[src/rtl/axi_lite_pkg.sv]
`default_nettype none
// ============================================================================
// Module   : axi_lite_pkg
// Brief    : AXI4-Lite response codes and the initiator FSM state encoding.
// Revision : 1.0 - initial release
// ============================================================================
package axi_lite_pkg;

  typedef enum logic [1:0] {
    OKAY   = 2'b00,
    EXOKAY = 2'b01,
    SLVERR = 2'b10,
    DECERR = 2'b11
  } resp_t;

  typedef enum logic [2:0] {
    IDLE    = 3'd0,
    WR_REQ  = 3'd1,
    WR_RESP = 3'd2,
    RD_REQ  = 3'd3,
    RD_RESP = 3'd4,
    RSP     = 3'd5
  } axil_mst_state_t;

endpackage
`default_nettype wire

[src/rtl/axi_lite_master.sv]
`default_nettype none
// ============================================================================
// Module   : axi_lite_master
// Brief    : Single-outstanding AXI4-Lite initiator; one command in, one
//            response out. Optional macro AXIL_MASTER_ALIGN_CHECK_EN rejects
//            misaligned commands locally with SLVERR.
// Revision : 1.0 - initial release
// ============================================================================
module axi_lite_master
  import axi_lite_pkg::*;
#(
  parameter int REG_WIDTH  = 32,
  parameter int ADDR_WIDTH = 32
) (
  input  logic                   ACLK,
  input  logic                   ARESETn,

  input  logic                   cmd_valid,
  output logic                   cmd_ready,
  input  logic                   cmd_write,
  input  logic [ADDR_WIDTH-1:0]  cmd_addr,
  input  logic [REG_WIDTH-1:0]   cmd_wdata,
  input  logic [REG_WIDTH/8-1:0] cmd_wstrb,

  output logic                   rsp_valid,
  input  logic                   rsp_ready,
  output logic                   rsp_write,
  output logic [REG_WIDTH-1:0]   rsp_rdata,
  output logic [1:0]             rsp_resp,

  output logic [ADDR_WIDTH-1:0]  AWADDR,
  output logic                   AWVALID,
  input  logic                   AWREADY,
  output logic [REG_WIDTH-1:0]   WDATA,
  output logic [REG_WIDTH/8-1:0] WSTRB,
  output logic                   WVALID,
  input  logic                   WREADY,
  input  logic                   BVALID,
  output logic                   BREADY,
  input  logic [1:0]             BRESP,

  output logic [ADDR_WIDTH-1:0]  ARADDR,
  output logic                   ARVALID,
  input  logic                   ARREADY,
  input  logic [REG_WIDTH-1:0]   RDATA,
  input  logic                   RVALID,
  output logic                   RREADY,
  input  logic [1:0]             RRESP
);

  axil_mst_state_t        state_q;
  logic                   cmd_ready_q;
  logic [ADDR_WIDTH-1:0]  awaddr_q;
  logic                   awvalid_q;
  logic [REG_WIDTH-1:0]   wdata_q;
  logic [REG_WIDTH/8-1:0] wstrb_q;
  logic                   wvalid_q;
  logic                   bready_q;
  logic [ADDR_WIDTH-1:0]  araddr_q;
  logic                   arvalid_q;
  logic                   rready_q;
  logic                   aw_done_q;
  logic                   w_done_q;
  logic                   rsp_valid_q;
  logic                   rsp_write_q;
  logic [REG_WIDTH-1:0]   rsp_rdata_q;
  resp_t                  rsp_resp_q;

  logic aw_hs;
  logic w_hs;
  logic aw_fin;
  logic w_fin;
  logic cmd_misaligned;

  assign aw_hs  = awvalid_q & AWREADY;
  assign w_hs   = wvalid_q  & WREADY;
  assign aw_fin = aw_done_q | aw_hs;
  assign w_fin  = w_done_q  | w_hs;

`ifdef AXIL_MASTER_ALIGN_CHECK_EN
  localparam int LSB_W = $clog2(REG_WIDTH/8);
  assign cmd_misaligned = |cmd_addr[LSB_W-1:0];
`else
  assign cmd_misaligned = 1'b0;
`endif

  always_ff @(posedge ACLK or negedge ARESETn) begin
    if (!ARESETn) begin
      state_q     <= IDLE;
      cmd_ready_q <= 1'b1;
      awaddr_q    <= '0;
      awvalid_q   <= 1'b0;
      wdata_q     <= '0;
      wstrb_q     <= '0;
      wvalid_q    <= 1'b0;
      bready_q    <= 1'b0;
      araddr_q    <= '0;
      arvalid_q   <= 1'b0;
      rready_q    <= 1'b0;
      aw_done_q   <= 1'b0;
      w_done_q    <= 1'b0;
      rsp_valid_q <= 1'b0;
      rsp_write_q <= 1'b0;
      rsp_rdata_q <= '0;
      rsp_resp_q  <= OKAY;
    end else begin
      unique case (state_q)
        IDLE: begin
          if (cmd_valid) begin
            cmd_ready_q <= 1'b0;
            rsp_write_q <= cmd_write;
            if (cmd_misaligned) begin
              rsp_rdata_q <= '0;
              rsp_resp_q  <= SLVERR;
              state_q     <= RSP;
            end else if (cmd_write) begin
              awaddr_q  <= cmd_addr;
              wdata_q   <= cmd_wdata;
              wstrb_q   <= cmd_wstrb;
              awvalid_q <= 1'b1;
              wvalid_q  <= 1'b1;
              aw_done_q <= 1'b0;
              w_done_q  <= 1'b0;
              state_q   <= WR_REQ;
            end else begin
              araddr_q  <= cmd_addr;
              arvalid_q <= 1'b1;
              state_q   <= RD_REQ;
            end
          end
        end

        // AW and W retire independently; leave only once both have handshaked.
        WR_REQ: begin
          if (aw_hs) begin
            awvalid_q <= 1'b0;
            aw_done_q <= 1'b1;
          end
          if (w_hs) begin
            wvalid_q <= 1'b0;
            w_done_q <= 1'b1;
          end
          if (aw_fin && w_fin) begin
            bready_q <= 1'b1;
            state_q  <= WR_RESP;
          end
        end

        WR_RESP: begin
          if (BVALID) begin
            bready_q    <= 1'b0;
            rsp_rdata_q <= '0;
            rsp_resp_q  <= resp_t'(BRESP);
            state_q     <= RSP;
          end
        end

        RD_REQ: begin
          if (ARREADY) begin
            arvalid_q <= 1'b0;
            rready_q  <= 1'b1;
            state_q   <= RD_RESP;
          end
        end

        RD_RESP: begin
          if (RVALID) begin
            rready_q    <= 1'b0;
            rsp_rdata_q <= RDATA;
            rsp_resp_q  <= resp_t'(RRESP);
            state_q     <= RSP;
          end
        end

        // rsp_valid rises one cycle after entering RSP, then holds until taken.
        RSP: begin
          if (!rsp_valid_q) begin
            rsp_valid_q <= 1'b1;
          end else if (rsp_ready) begin
            rsp_valid_q <= 1'b0;
            cmd_ready_q <= 1'b1;
            state_q     <= IDLE;
          end
        end

        default: begin
          state_q <= IDLE;
        end
      endcase
    end
  end

  assign cmd_ready = cmd_ready_q;
  assign AWADDR    = awaddr_q;
  assign AWVALID   = awvalid_q;
  assign WDATA     = wdata_q;
  assign WSTRB     = wstrb_q;
  assign WVALID    = wvalid_q;
  assign BREADY    = bready_q;
  assign ARADDR    = araddr_q;
  assign ARVALID   = arvalid_q;
  assign RREADY    = rready_q;
  assign rsp_valid = rsp_valid_q;
  assign rsp_write = rsp_write_q;
  assign rsp_rdata = rsp_rdata_q;
  assign rsp_resp  = rsp_resp_q;

endmodule
`default_nettype wire

[config.mk]
export PLATFORM = sky130hd
export DESIGN_NAME = axi_lite_master
export DESIGN_NICKNAME = d
export VERILOG_FILES = /design/src/rtl/axi_lite_pkg.sv /design/src/rtl/axi_lite_master.sv
export SDC_FILE = /design/constraint.sdc
export NUM_CORES = 1
export LEC_CHECK = 0
export ABC_AREA = 1
export CORE_MARGIN = 2
export CORE_UTILIZATION = 43
export DETAILED_ROUTE_END_ITERATION = 10
export HOLD_SLACK_MARGIN = 0.02
export PLACE_DENSITY = 0.81
export SYNTH_ARGS = -nofsm -noshare
export SYNTH_HDL_FRONTEND = slang
export SYNTH_SLANG_ARGS = --single-unit
export TNS_END_PERCENT = 10
[constraint.sdc]
create_clock -name ACLK -period 1.79 [get_ports ACLK]
set_clock_uncertainty 0.15 [all_clocks]
set_input_delay 0.2685 -clock ACLK [delete_from_list [all_inputs] [get_ports ACLK]]
set_output_delay 0.2685 -clock ACLK [all_outputs]
set_load 0.01 [all_outputs]
======== Yosys cells after proc, flatten, opt, wreduce, memory -nomap -nowiden ========
Cells that the tools add are included.
cells by class
  eq/ne operators ......................... 16
  mux-type cells .......................... 43
  bitwise gates (word level) .............. 5
  reduce and logical (&&, ||, !) cells .... 19
operator list
  kind                                                  number
  2-to-1 mux 32 bit                                     2
  case mux 32 bit (2 select lines)                      1
  != test 2 bit (second input constant)                 11
  2-to-1 mux 3 bit                                      7
  2-to-1 mux 1 bit                                      20
  case mux 3 bit (6 select lines)                       1
  case mux 1 bit (2 select lines)                       8
  AND reduction 4 bit                                   4
  AND reduction 3 bit                                   5
  nonzero test 2 bit                                    6
  AND reduction 7 bit                                   1
  equality test 3 x 2 -> 1 bit (second input constant)  2
  equality test 3 bit (second input constant)           2
  2-to-1 mux 2 bit                                      3
  case mux 2 bit (2 select lines)                       1
  equality test 3 x 1 -> 1 bit (second input constant)  1
  zero test 3 bit                                       1
  bitwise AND 1 bit                                     2
  OR 1 bit                                              2
  AND reduction 2 bit                                   1
  logical AND 1 bit                                     1
  inverter 1 bit                                        1
storage, ports and cells
  bits in registers ....................... 147
  bits of input ports ..................... 114

======== Depth between registers and ports, before layout ========
Gate-level depths: netlist (run 1).
  depth in word-level cells ............... 5
  gate-level depth with buffers ........... 8
  mapped depth without buffers ............ 8

======== Least setup slack after synthesis (run 1) ========
OpenSTA, ideal clock, no wires.
  kind .................................... register -> register
  start ................................... register state_q[0]
  end ..................................... register araddr_q[10], in the netlist ARADDR[10]
  library setup time ...................... 130 ps
  arrival time ............................ 1236 ps
  setup slack ............................. 274 ps
  cell stages (with the launch flop) ...... 9
  path buffers ............................ 2
  clock period less this slack ............ 1516 ps
  cell sequence ........................... dfrtp_1 -> nor2_4 -> nand2_4 -> nor2_8 -> nand2_2 -> buf_6 -> buf_6 -> nand2_1 -> o21ai_0
on the way
  cells in the longest elaborated chain, start to end .. 2
ends and longest elaborated chain
  element                               line                    source
  start: declaration                    axi_lite_master.sv:51   axil_mst_state_t state_q;
  start signal: assignment              axi_lite_master.sv:89   state_q <= IDLE;
  start signal: assignment              axi_lite_master.sv:115  state_q <= RSP;
  start signal: assignment              axi_lite_master.sv:124  state_q <= WR_REQ;
  zero test 3 bit                       axi_lite_master.sv:107  unique case (state_q)
  AND reduction 3 bit (no source line)  n/a
  end signal: assignment                axi_lite_master.sv:126  araddr_q <= cmd_addr;
  end: declaration                      axi_lite_master.sv:59   logic [ADDR_WIDTH-1:0] araddr_q;
No other way between the ends.
A chain may end at the register's enable or synchronous reset.

======== Worst setup path in the final report (run 1) ========
  start ................................... register wdata_q[24], in the netlist WDATA[24]
  end ..................................... output WDATA[24]
RTL lines
  element                   line                    source
  start: declaration        axi_lite_master.sv:55   logic [REG_WIDTH-1:0] wdata_q;
  start signal: assignment  axi_lite_master.sv:118  wdata_q <= cmd_wdata;
  end: declaration          axi_lite_master.sv:34   output logic [REG_WIDTH-1:0] WDATA,
No word-level cell between the ends.

==> run metrics, run 1 <==
Tmin final 1.757 ns; Post-Syn Area 6103 um2; H-tree Lvls 4; worst r2r src state_q[2]; Synthesized Nets 757; DR WL/cell 15.46 um; Skew-Pair Late Insertion Delay 0.42 ns; Top delay family on crit path buffers and inverters; largest net degree at the start of global routing 52; fillers 1106; final worst-path cycle share 0.9818; setup_tns 0 ns; Post-synth EDFFs 0; MaxCap Viol Count 0; setup bufs post-CTS 0; r2r worst-path depth 8; GPL Wtd Cong 0.7808; Cells after Synth 643; maximum fanout along the worst path 2; FMAX 569.0 MHz; Hold WS 0.2253 ns; initial antenna violation count 0; DRC 0; Area Overhead vs Synth 55.92%; post-synthesis average cell area 9.492 um2; status finished clean; CP max stage cell clkdlybuf4s50_1; Synth area leaders dfrtp_1 60%, nand2_1 13%, o21ai_0 6.6%; vias in the first global route 5105; TritonRoute pass-1 iters 5; register area share after synthesis 0.6029; crit start category flip-flop; Worst setup startpoint WDATA[24]; clock sinks 147; YS warnings 0; clk root buf clkbuf_16; P_leak 0.004828 uW; Die ar. 15160 um2; first-pass GRT wire length 26160 um; Num CTS Buffers 17; DIE HEIGHT 123.1 um; CTS tree built; Final #Nets 1023; reg-to-reg setup timing slack 0.16 ns; Worst IR Drop VDD 0.0006798 V; core area 13880 um2; normalized max-slew margin 0.6193; GRT overflow 0; most common cell in the netlist nand2_1; Pwr Density 1627 nW/um2; worst slew pin tran 0.5711 ns; Crit path largest cell delay 0.56 ns; Yosys top cell area share 0.5986; Arr. time, crit path 1.34 ns; R2R Path End WDATA[31]; Crit path buffers/inverters 1; # IOs 256; ys flop type dfrtp_1; die width 123.1 um; routed via count 5264; fraction of layout instances using a drive strength above 1 0.1171; Synth area leader dfrtp_1; n_diodes 0; worst min-delay path class in -> async; WP data required 1.37 ns; fin. max-slew vios 0; RSZ-0062 raised after global routing no; row cnt 43; final wirelength 17040 um; Yosys cell types 23; worst-case clock buffer depth 2; FFs w/ async S/R, synth 1.000; Total GRT Usage 0.2260; Initial Util 0.4397; Setup CP Type reg -> out; initial drt markers 244; vias per std cell 4.777; Critical Path Sink Type primary output; Final ANT Viol Nets 0; Port Buf Inserts 255; clock transition at the registers of the reported paths 0.06 ns; post-synthesis register bit count 147; Final setup viols 0; Final Hold Violating Endpoints 0; top cells by count, synth 210 x nand2_1, 146 x dfrtp_1, 81 x o21ai_0; DP Wirelength 12440 um; Critical Path, Cell by Cell clkdlybuf4s50_1
## metal layers
layer,global-route usage,share of wire,vias to the layer above
li1,-,-,2541
met1,0.2687,0.39,2489
met4,0.07457,0.014,0
met2,0.3723,0.50,214
met3,0.09271,0.099,20
met5,0,0,-
## stage by stage
step / std cells / power, uW / cell area [um2] / utilization / worst slack (ns)
2_1_floorplan: 643 / 8477 / 6103 / - / 0.2742
3_3_place_gp: 1069 / 11980 / 8909 / 0.6418 / 0.06300
6_report: 1102 / 15490 / 9517 / 0.6856 / 0.03259
5_1_grt: 1102 / 16470 / 9517 / 0.6856 / 0.001504
3_5_place_dp: 1069 / 12210 / 8909 / 0.6418 / 0.03630
4_1_cts: 1102 / 15660 / 9477 / 0.6827 / 0.001083
## flip-flops by register name, summed over array words and instances (netlist names), 2 cells and up
register,cells
ARADDR,32
AWADDR,32
WDATA,32
rsp_rdata,32
WSTRB,4
state_q,3
rsp_resp,2
## power breakdown
| part | switching, uW | total (uW) | internal, uW |
|---|---|---|---|
| Clock | 1330 | 3450 | 2120 |
| Sequential | 795 | 5510 | 4710 |
| Combinational | 3170 | 6530 | 3360 |
| Total | 5290 | 15500 | 10200 |
## timing repair
item | CTS | global route
gates resized for setup | 12 | 18
endpoints found under the setup margin | 12 | 44
hold buffers | 1 | 0
endpoints found under the hold margin | 44 | 0
pin swaps | 0 | 0
gates cloned | 0 | 0
## cells in the final DEF (no fill, tap or decap), types with 12 or more instances in the layout
master           Yosys  final
buf_4                0     14
clkbuf_16            0     17
clkdlybuf4s50_1      0    227
dfrtp_1            146    146
dlygate4sd2_1        0     12
dlymetal6s2s_1       0     15
inv_1               80     80
nand2_1            210    210
nand3_1             12     12
o21ai_0             81     80
o21ai_2             44     44
## how the worst max path moves through the flow
stage	end	slack, ns	depth (start not counted)
CTS	AWVALID	0.001	1
detailed placement	WDATA[31]	0.04	8
global route	ARADDR[29]	0.002	1
global placement	state_q[2]	0.06	8
finish	WDATA[24]	0.03	1
floorplan	ARADDR[10]	0.27	8
## cell families (layout without fill, tap and decap cells)
| family | Yosys count | in the layout | share of synthesized area |
|---|---|---|---|
| simple gates | 240 | 240 | 0.1593 |
| buf+inv | 115 | 394 | 0.09348 |
| compound gates | 141 | 141 | 0.1443 |
| flops | 147 | 147 | 0.6029 |
## area by class of cell
class	instances	area [um2]	area share
well taps	180	225.2	0.02367
repair buffers	279	2872	0.3017
flip-flops and latches	147	3680	0.3867
multi-input cells	381	1853	0.1947
clock buffers	23	467.9	0.04917
clock inverters	9	105.1	0.01104
inverters	83	314.1	0.03300
Power figures use the tool's default switching activity.
==> inputs of run 2 (changes only) <==
Settings changed: ABC_CLOCK_PERIOD_IN_PS from default to 2100, CORE_UTILIZATION 43 to 46, PLACE_DENSITY 0.81 to 0.85.
Clock period 1.79 ns to 2.1 ns, I/O delays scaled along.
==> run 2 against run 1 <==
Clock power is 6% lower. Worst hold slack better by 0.040 ns. Design area is 0.43% lower. Die area is 6.3% lower. Count of clock-buffer cells in the layout is 1 higher. Critical path depth stayed put. Register-to-register slack better by 0.09 ns. Critical path type unchanged. Critical endpoint is now cmd_ready. Largest cell class unchanged. Highest routed layer unchanged.
==> run metrics, run 2 (synthesis gave the netlist of run 1 again) <==
Num CTS Buffers 17 (unchanged); TritonRoute pass-1 iters 4 (was 5); status finished clean (unchanged); die width 119.2 um (was 123.1 um); setup_tns 0 ns (unchanged); r2r worst-path depth 6 (was 8); routed via count 5205 (was 5264); FMAX 497.5 MHz; Critical Path, Cell by Cell clkdlybuf4s50_1 (unchanged); worst r2r src state_q[0] (was state_q[2]); commonest non-fill, non-tap cell in the layout clkdlybuf4s50_1 (unchanged); initial drt markers 353 (was 244); Total GRT Usage 0.2371 (was 0.2260); vias in the first global route 5275 (was 5105); worst min-delay path class in -> async (unchanged); Final Hold Violating Endpoints 0 (unchanged); WP data required 1.63 ns (was 1.37 ns); Top delay family on crit path buffers and inverters (unchanged); Skew-Pair Late Insertion Delay 0.42 ns (about the same); clk root buf clkbuf_16 (unchanged); setup slack at placement 0.2662 ns (was 0.03630 ns); row cnt 42 (was 43); # IOs 256 (unchanged); MaxCap Viol Count 0 (unchanged); Setup CP Type reg -> out (unchanged); setup bufs post-CTS 0 (unchanged); normalized max-slew margin 0.6442 (was 0.6193); hold buffer count at cts 1 (unchanged); Final #Nets 1016 (was 1023); CTS tree built (unchanged); initial antenna violation count 0 (unchanged); Final setup viols 0 (unchanged); crit start category flip-flop (unchanged); cts repair resizes 0 (was 12); n_diodes 0 (unchanged); clock sinks 147 (unchanged); commonest non-fill, non-tap cells in the layout 254 x clkdlybuf4s50_1, 210 x nand2_1, 146 x dfrtp_1, 81 x o21ai_0, 80 x inv_1 (was 227 x clkdlybuf4s50_1, 210 x nand2_1, 146 x dfrtp_1, 80 x inv_1, 80 x o21ai_0); fraction of layout instances using a drive strength above 1 0.1115 (was 0.1171); worst slew pin tran 0.5330 ns (was 0.5711 ns); maximum fanout along the worst path 2 (unchanged); R2R Path End rsp_rdata[28] (was WDATA[31]); reg-to-reg setup timing slack 0.25 ns (was 0.16 ns); Pwr Density 1425 nW/um2 (was 1627 nW/um2); Arr. time, crit path 1.54 ns (was 1.34 ns); clock transition at the registers of the reported paths 0.06 ns (about the same); Crit path largest cell delay 0.60 ns (was 0.56 ns); GRT overflow 0 (unchanged); DRC 0 (unchanged); final worst-path cycle share 0.9571; largest net degree at the start of global routing 55 (was 52); Critical Path Sink Type primary output (unchanged); DIE HEIGHT 119.2 um (was 123.1 um); RSZ-0062 raised after global routing no (unchanged); Worst setup startpoint cmd_ready (was WDATA[24]); GPL Wtd Cong 0.8360 (was 0.7808); Crit path buffers/inverters 1 (unchanged); Tmin final 2.010 ns; worst-case clock buffer depth 2 (unchanged); vias per std cell 4.771 (was 4.777); Port Buf Inserts 255 (unchanged); CP max stage cell clkdlybuf4s50_1 (unchanged); Die ar. 14210 um2 (was 15160 um2); Worst IR Drop VDD 0.0006698 V (was 0.0006798 V); H-tree Lvls 4 (unchanged); final wirelength 15940 um (was 17040 um); first-pass GRT wire length 26210 um (was 26160 um); P_leak 0.004597 uW (was 0.004828 uW); DR WL/cell 14.61 um (was 15.46 um); Final Worst Setup Slack 0.09010 ns (was 0.03259 ns); core area 13090 um2 (was 13880 um2); Area Overhead vs Synth 55.25% (was 55.92%); fin. max-slew vios 0 (unchanged); DP Wirelength 11400 um (was 12440 um); Final ANT Viol Nets 0 (unchanged); Initial Util 0.4664 (was 0.4397)
==> run 2: cell types whose count changed in the layout (fill, tap and decap cells not counted), sizes merged <==
cell and change:
clkdlybuf4s50 +27, dlymetal6s2s -15, dlygate4sd2 -12, buf -7
clkinv -5, bufinv +2, clkinvlp +2, clkbuf +1
==> run 2: area by class of cell <==
class	count	area (um2)
flip-flops and latches	147	3680
fillers	920	3610
repair buffers	272	2771
multi-input cells	381	1853
clock buffers	24	491.7
inverters	83	311.5
well taps	176	220.2
clock inverters	8	147.6
==> run 2: worst max-delay path by stage <==
stage                               to  cells after the start
final                        cmd_ready                      1
after detailed placement  rsp_rdata[5]                      7
after CTS                    cmd_ready                      1
after global placement       WDATA[25]                      8
after global routing         cmd_ready                      1
after floorplan             ARADDR[10]                      8
==> run 2: per-stage QoR <==
stage | total power (uW) | util | instance area [um2] | hold WS [ns] | cells
floorplan | 7226 | - | 6103 | -0.1306 | 643
global placement | 10130 | 0.6745 | 8826 | 0.1463 | 1058
detailed placement | 10300 | 0.6745 | 8826 | 0.1443 | 1058
CTS | 13610 | 0.7241 | 9475 | 0.2572 | 1091
global route | 14360 | 0.7241 | 9475 | 0.2685 | 1091
finish | 13510 | 0.7241 | 9475 | 0.2650 | 1091
==> run 2: power breakdown <==
| group | internal, uW | switching, uW |
|---|---|---|
| sequential | 4020 | 676 |
| combinational | 2930 | 2620 |
| clock | 2110 | 1150 |
| total | 9060 | 4450 |
==> run 2: routing by layer <==
metal	share of wire	up-vias	routed length (um)	GRT usage
met3	0.092	32	1470	0.08238
met5	0	-	0	0
li1	-	2533	-	-
met1	0.40	2423	6405	0.2895
met2	0.48	217	7615	0.3829
met4	0.028	0	445	0.1012
==> inputs of run 3 (changes only) <==
Settings changed: CORE_MARGIN 2 to default.
==> run 3 against run 2 <==
Design area down 0.69%. Sequential share of layout area is 0.27 points higher. Cell count shrank 0.82%.
==> run metrics, run 3 (synthesis gave the netlist of run 1 again) <==
Final Worst Setup Slack 0.1515 ns (was 0.09010 ns); crit start category flip-flop (unchanged); cell area after layout 9410 um2 (was 9475 um2); # IOs 256 (unchanged); fin. max-slew vios 0 (unchanged); Arr. time, crit path 1.48 ns (was 1.54 ns); Die ar. 13730 um2 (was 14210 um2); setup bufs post-CTS 0 (unchanged); Pwr Density 1426 nW/um2 (was 1425 nW/um2); core area 12770 um2 (was 13090 um2); DRC 0 (unchanged); Final ANT Viol Nets 0 (unchanged); clock transition at the registers of the reported paths 0.06 ns (about the same); fraction of layout instances using a drive strength above 1 0.1066 (was 0.1115); Worst IR Drop VDD 0.0006665 V (was 0.0006698 V); DIE HEIGHT 117.2 um (was 119.2 um); final worst-path cycle share 0.9279 (was 0.9571); total power 13420 uW (was 13510 uW); P_sw 4423 uW (was 4447 uW); Final #Nets 1011 (was 1016); n_diodes 0 (unchanged); largest net degree at the start of global routing 74 (was 55); Critical Path Sink Type primary output (unchanged); CTS tree built (unchanged); setup slack at placement 0.2066 ns (was 0.2662 ns); sequential power share 0.350 (was 0.347); first-pass GRT wire length 24780 um (was 26210 um); Final Hold Violating Endpoints 0 (unchanged); Sw Ratio 0.3295 (was 0.3293); commonest non-fill, non-tap cells in the layout 254 x clkdlybuf4s50_1, 210 x nand2_1, 146 x dfrtp_1, 81 x o21ai_0, 80 x inv_1 (unchanged); Top delay family on crit path buffers and inverters (unchanged); Setup CP Type reg -> out (unchanged); GPL Wtd Cong 0.8232 (was 0.8360); Cell Area, Placed 8771 um2 (was 8826 um2); Total GRT Usage 0.2403 (was 0.2371); WP data required 1.63 ns (about the same); worst slew pin tran 0.5330 ns (about the same); initial antenna violation count 0 (unchanged); Tmin final 1.949 ns (was 2.010 ns); GRT overflow 0 (unchanged); TritonRoute pass-1 iters 4 (unchanged); internal cell power 9000 uW (was 9059 uW); Crit path largest cell delay 0.54 ns (was 0.60 ns); Final setup viols 0 (unchanged); Port Buf Inserts 255 (unchanged); initial drt markers 427 (was 353); cts repair resizes 0 (unchanged); normalized max-slew margin 0.6442 (about the same); P_leak 0.004575 uW (was 0.004597 uW); DP Wirelength 11400 um (about the same); Crit path buffers/inverters 1 (unchanged); H-tree Lvls 4 (unchanged); row cnt 41 (was 42); FMAX 513.2 MHz (was 497.5 MHz); vias per std cell 4.821 (was 4.771); Critical Path, Cell by Cell clkdlybuf4s50_1 (unchanged); vias in the first global route 5074 (was 5275); CP max stage cell clkdlybuf4s50_1 (unchanged); status finished clean (unchanged); hold buffer count at cts 1 (unchanged); setup_tns 0 ns (unchanged); Initial Util 0.4778 (was 0.4664); worst-case clock buffer depth 2 (unchanged); Skew-Pair Late Insertion Delay 0.41 ns (was 0.42 ns); Area Overhead vs Synth 54.18% (was 55.25%); RSZ-0062 raised after global routing no (unchanged); commonest non-fill, non-tap cell in the layout clkdlybuf4s50_1 (unchanged); MaxCap Viol Count 0 (unchanged); Combinational Power Share 0.411 (about the same); DR WL/cell 14.76 um (was 14.61 um); final wirelength 15970 um (was 15940 um); Clock Power Share 0.239 (was 0.241); worst min-delay path class in -> async (unchanged); clock sinks 147 (unchanged); Num CTS Buffers 17 (unchanged); die width 117.2 um (was 119.2 um); fillers 899 (was 920); clk root buf clkbuf_16 (unchanged); routed via count 5216 (was 5205); maximum fanout along the worst path 2 (unchanged)
## run 3: changes by cell type in the layout (fill, tap and decap cells not counted)
cell	before	now
buf_4	9	5
clkinv_2	1	3
clkinvlp_4	3	1
buf_12	7	6
clkbuf_8	4	3
clkinv_4	0	1
## run 3: layer usage
metal,share of wire,global-route usage
met1,0.39,0.2812
met2,0.48,0.3976
met3,0.10,0.08702
met4,0.024,0.1063
met5,0,0
## run 3: area by class of cell
class | count | area (um2) | share of cell area
Timing Repair Buffer | 267 | 2721 | 0.2892
Multi-Input combinational cell | 381 | 1853 | 0.1969
Tap cell | 172 | 215.2 | 0.02287
Inverter | 83 | 311.5 | 0.03311
Sequential cell | 147 | 3680 | 0.3910
Clock inverter | 9 | 151.4 | 0.01609
Clock buffer | 23 | 478.0 | 0.05079
## run 3: path summary, 6_finish.rpt
path	cells after the start	slack, ns	to	start
worst min register to register	2	0.31	cmd_ready	cmd_ready
min in group ACLK	3	0.28	WDATA[5]	cmd_wdata[5]
worst max-delay path	1	0.15	cmd_ready	cmd_ready
worst max register to register	8	0.34	WDATA[22]	state_q[0]
max in group asynchronous	3	0.97	cmd_ready	ARESETn
worst min-delay path	2	0.16	AWADDR[15]	ARESETn
## run 3: power groups by stage
| stage | clock (uW) | sequential [uW] | combinational (uW) |
|---|---|---|---|
| 4_1_cts | 3250 | 4710 | 5570 |
| 5_1_grt | 3390 | 4850 | 6040 |
| 6_report | 3210 | 4700 | 5510 |
| 3_5_place_dp | 0 | 4730 | 5540 |
| 3_3_place_gp | 0 | 4680 | 5410 |
| 2_1_floorplan | 0 | 5200 | 2030 |
## run 3: per-stage QoR
stage	utilization	cells	hold WS (ns)
floorplan	-	643	-0.1306
global placement	0.6866	1049	0.01145
detailed placement	0.6866	1049	0.01493
CTS	0.7367	1082	0.1373
global route	0.7367	1082	0.1742
finish	0.7367	1082	0.1583
